## config.mk

```make
export PLATFORM = sky130hd
export DESIGN_NAME = sequenciador_leds
export DESIGN_NICKNAME = d
export VERILOG_FILES = /design/src/rtl/sequenciador_leds.sv
export SDC_FILE = /design/constraint.sdc
export NUM_CORES = 1
export LEC_CHECK = 0
export CORE_MARGIN = 1.5
export CORE_UTILIZATION = 56
export DETAILED_ROUTE_END_ITERATION = 6
export PLACE_DENSITY = 0.82
export SETUP_SLACK_MARGIN = 0.3
export SYNTH_ARGS = -nofsm -noshare
export SYNTH_HDL_FRONTEND = slang
export SYNTH_SLANG_ARGS = --single-unit
```

## constraint.sdc

```tcl
create_clock -name clock -period 6 [get_ports clock]
set_input_delay 1.8 -clock clock [delete_from_list [all_inputs] [get_ports clock]]
set_output_delay 1.8 -clock clock [all_outputs]
set_load 0.01 [all_outputs]
```

## src/rtl/sequenciador_leds.sv

```systemverilog
// sequenciador_leds: display sequencer for the memory game.
// Walks the sequence RAM from address 0 up to a captured limit.
// Each entry is lit for T_ON cycles and then blanked for T_OFF cycles.
// After the last entry, pronto pulses for one cycle.
// Optional feature macro: SEQ_PAUSA_INICIAL_EN. When defined, a blank
// PAUSA of T_OFF cycles is inserted before the first entry.
// Handshake: iniciar is only looked at while idle (ocupado=0). A start is
// accepted in the cycle it is seen high and cancelar is low. pronto is a
// single-cycle completion strobe with no back-pressure. cancelar aborts
// any run on the next edge and produces no pronto.
module sequenciador_leds #(
    parameter int ADDR_W = 4,
    parameter int DATA_W = 4,
    parameter int T_ON   = 500,
    parameter int T_OFF  = 250
) (
    input  logic              clock,
    input  logic              reset,
    input  logic              iniciar,
    input  logic              cancelar,
    input  logic [ADDR_W-1:0] limite,
    input  logic [DATA_W-1:0] dado_mem,
    output logic [ADDR_W-1:0] endereco,
    output logic [DATA_W-1:0] leds,
    output logic              ocupado,
    output logic              pronto,
    output logic [2:0]        db_estado
);

    // Timer must hold T_ON-1 and T_OFF-1; never narrower than one bit.
    localparam int T_MAX = (T_ON > T_OFF) ? T_ON : T_OFF;
    localparam int TW    = (T_MAX <= 2) ? 1 : $clog2(T_MAX);

`ifdef SEQ_PAUSA_INICIAL_EN
    typedef enum logic [2:0] {
        OCIOSO  = 3'd0,
        CARREGA = 3'd1,
        MOSTRA  = 3'd2,
        APAGADO = 3'd3,
        PROXIMO = 3'd4,
        FIM     = 3'd5,
        PAUSA   = 3'd6
    } estado_t;
`else
    typedef enum logic [2:0] {
        OCIOSO  = 3'd0,
        CARREGA = 3'd1,
        MOSTRA  = 3'd2,
        APAGADO = 3'd3,
        PROXIMO = 3'd4,
        FIM     = 3'd5
    } estado_t;
`endif

    estado_t           estado;
    estado_t           estado_prox;
    logic [TW-1:0]     timer;
    logic [DATA_W-1:0] led_r;
    logic [ADDR_W-1:0] lim_r;
    logic              timer_zero;
    logic              ultimo;

    assign timer_zero = (timer == '0);
    assign ultimo     = (endereco == lim_r);

    // State register; reset is synchronous and active-low.
    always_ff @(posedge clock) begin
        if (!reset) begin
            estado <= OCIOSO;
        end else begin
            estado <= estado_prox;
        end
    end

    // Next-state decode and Moore outputs; cancelar wins over everything else.
    always_comb begin
        estado_prox = estado;
        leds        = '0;
        ocupado     = (estado != OCIOSO);
        pronto      = 1'b0;
        db_estado   = estado;
        if (cancelar) begin
            estado_prox = OCIOSO;
        end else begin
            case (estado)
                OCIOSO: begin
                    if (iniciar) begin
`ifdef SEQ_PAUSA_INICIAL_EN
                        estado_prox = PAUSA;
`else
                        estado_prox = CARREGA;
`endif
                    end
                end
`ifdef SEQ_PAUSA_INICIAL_EN
                PAUSA: begin
                    if (timer_zero) estado_prox = CARREGA;
                end
`endif
                CARREGA: estado_prox = MOSTRA;
                MOSTRA: begin
                    if (timer_zero) estado_prox = APAGADO;
                end
                APAGADO: begin
                    if (timer_zero) estado_prox = PROXIMO;
                end
                PROXIMO: estado_prox = ultimo ? FIM : CARREGA;
                FIM:     estado_prox = OCIOSO;
                default: estado_prox = OCIOSO;
            endcase
        end
        if (estado == MOSTRA) leds = led_r;
        if (estado == FIM)    pronto = 1'b1;
    end

    // Datapath: limit capture, address walk, pattern latch and phase timer.
    always_ff @(posedge clock) begin
        if (!reset) begin
            endereco <= '0;
            led_r    <= '0;
            timer    <= '0;
            lim_r    <= '0;
        end else if (!cancelar) begin
            case (estado)
                OCIOSO: begin
                    if (iniciar) begin
                        lim_r    <= limite;
                        endereco <= '0;
`ifdef SEQ_PAUSA_INICIAL_EN
                        timer    <= TW'(T_OFF - 1);
`endif
                    end
                end
`ifdef SEQ_PAUSA_INICIAL_EN
                PAUSA: begin
                    if (!timer_zero) timer <= timer - TW'(1);
                end
`endif
                CARREGA: begin
                    led_r <= dado_mem;
                    timer <= TW'(T_ON - 1);
                end
                MOSTRA: begin
                    if (timer_zero) timer <= TW'(T_OFF - 1);
                    else            timer <= timer - TW'(1);
                end
                APAGADO: begin
                    if (!timer_zero) timer <= timer - TW'(1);
                end
                PROXIMO: begin
                    if (!ultimo) endereco <= endereco + ADDR_W'(1);
                end
                default: begin
                end
            endcase
        end
    end

endmodule

```

After elaboration in Yosys (flattened, before gate mapping). Index checks and enable logic that the tools add are counted.

Output and inout bits: 13. Register bits: 24. Word-level logic and storage cells: 44. Bits of input ports: 12.

Reductions and logical operators: 11. Muxes and demuxes: 13. Eq/ne operators: 11. $add $sub $neg: 2. Bitwise operators: 2.

Operator list (number): $pmux W9 S3 (1); $mux W9 (2); $pmux W3 S5 (1); $mux W3 (4); $mux W4 (3); $ne A2 B2 Y1 const B (5); $logic_not A9 Y1 (1); $reduce_and A3 Y1 (3); $sub A9 B1 Y9 const B (1); $pmux W4 S2 (1); $eq A3 B2 Y1 const B (2); $eq A3 B3 Y1 const B (2); $reduce_bool A3 Y1 (2); $add A4 B1 Y4 const B (1); $eq A4 B4 Y1 (1); $reduce_and A4 Y1 (1); $eq A3 B1 Y1 const B (1); $logic_not A3 Y1 (1); $not A1 Y1 (2); $reduce_and A2 Y1 (1); $reduce_bool A2 Y1 (1); $reduce_or A2 Y1 (1); $mux W1 (1).

Longest topological paths before layout. Gate-level depths: netlist of the first run.

Depth after elaboration: 3. Depth in mapped cells: 6. Mapped depth without buffers: 6.

Worst setup path before layout of the first run. OpenSTA, ideal clock, no wires.

Path type: input to register. From: input port cancelar. To: register endereco[2]. Setup time: 74 ps. Buffers on the path: 1. Path slack: 2870 ps. Arrival time: 3055 ps. Required time: 5926 ps. Stages: 4. Cell sequence: buf_2 or4_4 or4_1 a31oi_1.

Cells in the longest elaborated chain, start to end: 2.

RTL lines: start: declaration (line 20) `input logic cancelar,`; $not A1 Y1 (no source line); $reduce_and A4 Y1 (no source line); end signal: assignment (line 151) `if (!ultimo) endereco <= endereco + ADDR_W'(1);`; end: declaration (line 23) `output logic [ADDR_W-1:0] endereco,`.

No other way between the ends. A chain may end at the register's enable or synchronous reset.

Worst setup path in the final report of the first run.
From: register estado[1], in the netlist db_estado[1]. To: output port leds[1].

Cells in the longest elaborated chain, start to end: 2.

RTL lines: start: declaration (line 55) `estado_t estado;`; start signal: assignment (line 71) `estado <= estado_prox;`; $eq A3 B2 Y1 (line 112) `if (estado == MOSTRA) leds = led_r;`; $mux W4 (line 112); end: declaration (line 24) `output logic [DATA_W-1:0] leds,`.

No other way between the ends.

==> results of run 1 <==
## layer usage
| metal | global-route usage | wire length [um] | vias up |
|---|---|---|---|
| li1 | - | - | 638 |
| met1 | 0.369 | 1590 | 607 |
| met2 | 0.358 | 1430 | 44 |
| met3 | 0.0417 | 173 | 6 |
| met4 | 0.0983 | 38 | 0 |
| met5 | 0 | 0 | - |
## worst max-delay path, stage by stage, from the launching register on
cell,delay (ns)
dfxtp_1,0.61
and2b_1,0.39
and3_1,0.21
clkdlybuf4s50_1,0.54
## registers in the layout, indices dropped and copies added, names as in the netlist
name	cells
led_r	4
lim_r	4
db_estado	3
endereco	4
timer	9
## cell families after synthesis
logic type	after synthesis
AOI/OAI and AO/OA	36
xor gates and xnor gates	4
adders and majority gates	3
buffers and inverters	15
DFF	24
muxes	11
and+or+nand+nor	69
## final timing paths
check	from	endpoint	slack (ns)	depth (start not counted)
max	db_estado[1]	leds[1]	2.12	3
min	led_r[1]	led_r[1]	0.51	2
max reg2reg	timer[0]	timer[6]	4.01	6
min reg2reg	led_r[1]	led_r[1]	0.51	2
## power by group through the flow
stage	Sequential (mW)	Clock, mW	Combinational, mW
after floorplan	0.173	0	0.0534
after global placement	0.175	0	0.0639
after detailed placement	0.176	0	0.0660
after CTS	0.172	0.0890	0.0666
after global routing	0.173	0.0939	0.0733
final	0.172	0.0882	0.0672
## stage by stage
step	setup slack (ns)	instance area [um2]	hold WS [ns]	instances	utilization
after floorplan	2.87	1440	0.452	162	-
after global placement	2.39	1670	0.465	208	0.678
after detailed placement	2.35	1670	0.475	208	0.678
after CTS	2.17	1700	0.507	212	0.693
after global routing	2.04	1700	0.521	212	0.693
final	2.12	1700	0.507	212	0.693
## cell usage in the layout (no fill, tap or decap), types with 3 or more instances in the layout
cell type	n
and3_1	5
inv_1	7
clkbuf_4	3
a21oi_1	11
nor2_1	16
nor3_1	10
xor2_1	4
mux2i_1	11
o21ai_0	5
nand2_1	6
nor4_1	3
a211oi_1	4
clkdlybuf4s50_1	24
nor3b_1	3
dfxtp_1	24
o21ai_1	4
nor2b_1	3
nand2b_1	3
ha_1	3
nand3_1	3
## final cells by class
class,instances,share of cell area
Timing Repair Buffer,24,0.141
Inverter,7,0.0154
Clock buffer,4,0.0213
Sequential cell,24,0.282
Tap cell,30,0.0221
Multi-Input combinational cell,123,0.518
==> results.toml, run 1 <==
[status]
status = "finished clean"

[critical_path]
end_kind = "output pin"
path_max_fanout = 14
required_ns = 4.20
crit_path_start_kind = "flip-flop"
cp.arrival_ns = 2.08
criticalPathCategory = "reg -> out"

[floorplan]
die_area_um2 = 2890
ioPinCount = 25
fp-row-count = 18
die_h_um = 53.7
die_w_um = 53.7
core_area_um2 = 2450
start_util = 0.587

[finish]
nets = 198
multi_input_area_um2 = 881
nFillCells = 194
drive_above_1_share = 0.0879
register_area_um2 = 480
syn2layout_area_growth_pct = 18.1
diodes = 0

[clock_tree]
ctsHoldBuffers = 0
numCtsBuffers = 3
post_cts_resized = 0
postCtsSetupBuffers = 0
insertion_delay_ns = 0.32
clkTransAtPathRegs_ns = 0.14
cts_root_buffer = "clkbuf_4"
htreeDepth = 1
clk_path_buf_depth = 2
cts_tree = "done"
cts.sinks = 24

[placed_design]
dp_hpwl_um = 2310
gp_congestion = 0.829
io_buffers = 24

[synth]
synth.area.mux_share = 0.0764
synth_area_leaders = "dfxtp_1, mux2i_1, nor2_1"
synth-compound-area-share = 0.188
yosys_most_used_dff = "dfxtp_1"
synth-seq-cells = 24
post-synth-top-count-cell = "dfxtp_1"
synthDominantCellAreaShare = 0.333
syn-num-nets = 177
yosysSeqAreaShare = 0.333
synth_top_family_by_area = "simple AND/OR/NAND/NOR gates"
synth_warnings = 0
synth_cells = 162
ys_async_sr_fraction = 0
synthesis.area_um2 = 1440
synth-simple-area-share = 0.297
synth.avg_cell_area_um2 = 8.90
synthTopCellsByCount = "dfxtp_1, nor2_1, a21oi_1, mux2i_1, nor3_1"
synth_edf_count = 0
synthAdderAreaFrac = 0.0260
synth.distinct_cells = 44
synth_xor_xnor_area_share = 0.0243
yosysTopAreaCell = "dfxtp_1"

[pwr]
power_mw = 0.328
p_comb_frac = 0.205
p_int_mw = 0.232
seqPwrFrac = 0.526
p_sw_frac = 0.292
ir_drop_v = 0.000148
power_density_nw_per_um2 = 193
clock_power_share = 0.269
p_leak_nw = 0.624
power_switching_mw = 0.0956

[routing]
final_antenna_net_count = 0
drt_iter0_markers = 34
first_pass_iters = 4
wl_per_cell_um = 15.2
drcViolationCount = 0
viasPerCell = 6.11
drt-total-wl_um = 3230
vias = 1295

[sta]
tns_ns = 0
max_freq_mhz = 258
fin_skew_ns = 0.00217
tightestPinTransition_ns = 0.771
setup_viol = 0
rsz0062_at_grt = "no"
layout_min_cycle_time_ns = 3.88
slew_violations = 0
fin_crit_sh = 0.646
relSlewSlack = 0.482
final_hold_viol_count = 0

[grt]
track_usage = 0.250
grt_first_pass_wirelength_um = 5270
grt_overflow = 0
grt_max_degree = 17
antenna_found_initial = 0
grt_pass1_vias = 1171

[hold_path]
hold_path_class = "reg -> reg"

[flow_run]
cap_viol_max_count = 0
Note: power is estimated with default switching activity, not from simulation.
==> run 2: changes to the inputs <==
--- a/config.mk
+++ b/config.mk
@@ -6,9 +6,9 @@
 export NUM_CORES = 1
 export LEC_CHECK = 0
 export CORE_MARGIN = 1.5
-export CORE_UTILIZATION = 56
+export CORE_UTILIZATION = 47
 export DETAILED_ROUTE_END_ITERATION = 6
-export PLACE_DENSITY = 0.82
+export PLACE_DENSITY = 0.73
 export SETUP_SLACK_MARGIN = 0.3
 export SYNTH_ARGS = -nofsm -noshare
 export SYNTH_HDL_FRONTEND = slang
==> constraint.sdc (replaced) <==
create_clock -name clock -period 3.2 [get_ports clock]
set_input_delay 0.96 -clock clock [delete_from_list [all_inputs] [get_ports clock]]
set_output_delay 0.96 -clock clock [all_outputs]
set_load 0.01 [all_outputs]
==> run 2 against run 1 <==
Via count shrank 0.23%. Sequential cell count is the same. Register-to-register slack lost 2.8 ns. Critical endpoint is now leds[0].
==> results.toml, run 2 (same netlist as run 1, synthesis figures left out) <==
[routing]
first_pass_iters = 4
drt_iter0_markers = 70
vias = 1292
drcViolationCount = 0
wl_per_cell_um = 14.8
final_antenna_net_count = 0
drt-total-wl_um = 3190
viasPerCell = 5.98

[sta]
rsz0062_at_grt = "no"
relSlewSlack = 0.500
setup_viol = 0
fin_crit_sh = 0.856
slew_violations = 0
layout_min_cycle_time_ns = 2.74
max_freq_mhz = 365
tightestPinTransition_ns = 0.743
fin_skew_ns = 0.00182
tns_ns = 0
final_hold_viol_count = 0

[floorplan]
start_util = 0.510
die_h_um = 58.4
die_w_um = 58.4
die_area_um2 = 3410
ioPinCount = 25
fp-row-count = 19
core_area_um2 = 2830

[finish]
multi_input_area_um2 = 881
final_util = 0.610
syn2layout_area_growth_pct = 19.8
nFillCells = 246
nets = 201
largest_register_ffs = 9
largest-register = "timer"
register_area_um2 = 482
diodes = 0
most-common-layout-cells = "clkdlybuf4s50_1, dfxtp_1, nor2_1"
final_common_cell = "clkdlybuf4s50_1"
drive_above_1_share = 0.108

[grt]
grt_first_pass_wirelength_um = 5400
track_usage = 0.203
grt_pass1_vias = 1191
grt_max_degree = 17
antenna_found_initial = 0
grt_overflow = 0

[critical_path]
criticalPathCategory = "reg -> out"
required_ns = 2.24
end_kind = "output pin"
crit_path_start_kind = "flip-flop"
cp.arrival_ns = 1.78
path_max_fanout = 8

[clock_tree]
clkTransAtPathRegs_ns = 0.13
ctsHoldBuffers = 0
htreeDepth = 1
insertion_delay_ns = 0.32
cts_tree = "done"
clk_path_buf_depth = 2
numCtsBuffers = 3
cts_root_buffer = "clkbuf_4"
cts.sinks = 24

[pwr]
p_leak_nw = 0.640
power_density_nw_per_um2 = 356
ir_drop_v = 0.000251

[status]
status = "finished clean"

[placed_design]
dp_hpwl_um = 2360
gp_congestion = 0.805
io_buffers = 24

[flow_run]
cap_viol_max_count = 0

[hold_path]
hold_path_class = "reg -> reg"
## run 2: cell types whose count changed in the layout (fill, tap and decap cells not counted)
cell     delta
dfxtp_2     +1
buf_4       +3
dfxtp_1     -1
## run 2: metrics by stage
step,area (um2),power (mW),worst slack [ns],std cells,hold slack (ns)
finish,1730,0.615,0.460,216,0.517
global route,1730,0.646,0.343,216,0.551
CTS,1730,0.619,0.459,216,0.514
detailed placement,1690,0.456,0.357,212,0.485
global placement,1690,0.452,0.398,212,0.465
floorplan,1440,0.424,0.910,162,0.452
## run 2: repair_timing
action / CTS / global route
gates resized for setup: 1 / 0
setup endpoints to repair: 1 / 0
setup buffers: 0 / 0
## run 2: report_power, final
part	internal, mW	switching, mW	total [mW]
combinational	0.0577	0.0706	0.128
sequential	0.309	0.0132	0.322
clock	0.0696	0.0944	0.164
## run 2: area by class of cell
class,instances,share of cell area
clock buffers,4,0.0210
well taps,31,0.0225
inverters,7,0.0152
repair buffers,27,0.152
flip-flops and latches,24,0.279
multi-input cells,123,0.510
## run 2: routing by layer
layer  vias to the layer above  global-route usage  share of wire
met5                         -                   0              0
met4                         0              0.0797          0.015
met3                         5              0.0242          0.047
met2                        42               0.313           0.48
met1                       606               0.288           0.46
li1                        639                   -              -
## run 2: path summary, 6_finish.rpt
check / from / endpoint / slack [ns] / cells past startpoint
max: db_estado[2] / leds[0] / 0.46 / 3
max reg2reg: timer[0] / timer[7] / 1.23 / 6
min reg2reg: led_r[3] / led_r[3] / 0.52 / 2
min: led_r[3] / led_r[3] / 0.52 / 2
## run 2: critical path: stages (launching register included)
cell             delay (ns)
dfxtp_1                0.33
and2b_1                0.39
and3_1                 0.21
clkdlybuf4s50_1        0.54
==> run 3: changes to the inputs <==
--- a/config.mk
+++ b/config.mk
@@ -5,11 +5,12 @@
 export SDC_FILE = /design/constraint.sdc
 export NUM_CORES = 1
 export LEC_CHECK = 0
-export CORE_MARGIN = 1.5
+export CORE_ASPECT_RATIO = 1.4
 export CORE_UTILIZATION = 47
 export DETAILED_ROUTE_END_ITERATION = 6
 export PLACE_DENSITY = 0.73
 export SETUP_SLACK_MARGIN = 0.3
+export SLEW_MARGIN = 0
 export SYNTH_ARGS = -nofsm -noshare
 export SYNTH_HDL_FRONTEND = slang
 export SYNTH_SLANG_ARGS = --single-unit
==> run 3 against run 2 <==
Clock-buffer cell count did not move. Critical path type unchanged. Sequential cell count did not move. Via count fell by 0.70%. Sequential share of layout area fell by 0.37 points. Final area rose by 1.6%. Core utilization fell by 0.078 points. Clock skew barely moved. Maximum frequency fell by 2.8%. Sequential power barely moved. Clock power rose by 27%. Largest cell class unchanged. Largest power group unchanged.
==> results.toml, run 3 (same netlist as run 1, synthesis figures left out) <==
[status]
status = "finished clean"

[grt]
met1_usage = 0.261
grt_use_met3 = 0.0293
busiest_layer = "met2"
grt_util_met2 = 0.398
grt_first_pass_wirelength_um = 5610
grt_overflow = 0
grt_max_degree = 17
antenna_found_initial = 0
track_usage = 0.218
grt_pass1_vias = 1206

[floorplan]
die_w_um = 48.8
start_util = 0.501
core_area_um2 = 2880
die_area_um2 = 3300
die_h_um = 67.5
ioPinCount = 25
fp-row-count = 23

[placed_design]
dp_cells = 218
dp_slack_ns = 0.526
io_buffers = 24
dp_hpwl_um = 2490
gp_congestion = 0.872

[clock_tree]
cts.sinks = 24
numCtsBuffers = 3
cts_root_buffer = "clkbuf_8"
insertion_delay_ns = 0.27
clkTransAtPathRegs_ns = 0.08
cts_tree = "done"
clk_path_buf_depth = 2
htreeDepth = 1

[critical_path]
reg2reg_slack_ns = 1.19
critPathSlowestCell = "clkdlybuf4s50_1"
criticalPathCategory = "reg -> out"
path_max_fanout = 14
path_cells = "and2b_1 -> and3_1 -> clkdlybuf4s50_1"
crit_path_start_kind = "flip-flop"
required_ns = 2.24
cp.arrival_ns = 1.86
slowest_delay_ns = 0.53
end_kind = "output pin"

[sta]
final_hold_viol_count = 0
rsz0062_at_grt = "no"
tns_ns = 0
relSlewSlack = 0.497
timing.hold.ws_ns = 0.502
fin_crit_sh = 0.881
max_freq_mhz = 355
setup_viol = 0
layout_min_cycle_time_ns = 2.82
setup_slack_ns = 0.380
tightestPinTransition_ns = 0.753
slew_violations = 0
fin_skew_ns = 0.00222

[finish]
syn2layout_area_growth_pct = 21.7
diodes = 0
largest-register = "timer"
most-common-layout-cells = "clkdlybuf4s50_1, dfxtp_1, nor2_1"
largest_register_ffs = 9
drive_above_1_share = 0.114
final_util = 0.610
nets = 201
fin_cells = 222
final_common_cell = "clkdlybuf4s50_1"
nFillCells = 271

[routing]
first_pass_iters = 4
drcViolationCount = 0
drt-total-wl_um = 3330
drt_iter0_markers = 34
wl_per_cell_um = 15.0
vias = 1283
viasPerCell = 5.78
final_antenna_net_count = 0

[hold_path]
hold_path_class = "reg -> reg"

[pwr]
power_density_nw_per_um2 = 376
p_leak_nw = 0.647
ir_drop_v = 0.000310

[flow_run]
cap_viol_max_count = 0
==> run 3: worst paths after layout <==
| path | startpoint | to | depth (start not counted) |
|---|---|---|---|
| worst max-delay path | db_estado[1] | leds[1] | 3 |
| worst min-delay path | led_r[0] | led_r[0] | 2 |
| worst max register to register | timer[0] | timer[7] | 6 |
| worst min register to register | led_r[0] | led_r[0] | 2 |
==> run 3: routing by layer <==
metal	vias to the layer above	share of wire	wire (um)
li1	642	-	-
met1	612	0.44	1460
met2	24	0.52	1730
met3	5	0.031	102
met4	0	0.011	38
met5	-	0	0
==> run 3: cell type report <==
| class | instances | area, um2 | share of cell area |
|---|---|---|---|
| clock buffer | 4 | 55.1 | 0.0314 |
| multi-input combinational | 123 | 881 | 0.502 |
| timing repair buffer | 27 | 263 | 0.150 |
| inverter | 7 | 26.3 | 0.0150 |
| sequential | 24 | 483 | 0.275 |
| tap | 37 | 46.3 | 0.0264 |
==> run 3: repair_timing <==
action | CTS | global route
setup buffers | 0 | 0
resized for setup | 1 | 1
pin swaps | 0 | 0
hold buffers | 0 | 0
setup endpoints to repair | 4 | 1
==> run 3: metrics by stage <==
step | cell area (um2) | total power [mW]
final | 1750 | 0.659
after global routing | 1750 | 0.690
after CTS | 1750 | 0.665
after detailed placement | 1700 | 0.457
after global placement | 1700 | 0.453
after floorplan | 1440 | 0.424
==> run 3: worst max-delay path: cells and delay by family (launching register included) <==
| family | cells | cell delay [ns] |
|---|---|---|
| DFF | 1 | 0.47 |
| and+or+nand+nor | 2 | 0.59 |
| buffers and inverters | 1 | 0.53 |
==> run 3: power breakdown <==
| part | internal, mW | switching [mW] | leakage (nW) | total (mW) |
|---|---|---|---|---|
| registers | 0.309 | 0.0142 | 0.196 | 0.323 |
| logic | 0.0581 | 0.0699 | 0.423 | 0.128 |
| clock network | 0.110 | 0.0982 | 0.0288 | 0.208 |
| total | 0.477 | 0.182 | 0.647 | 0.659 |
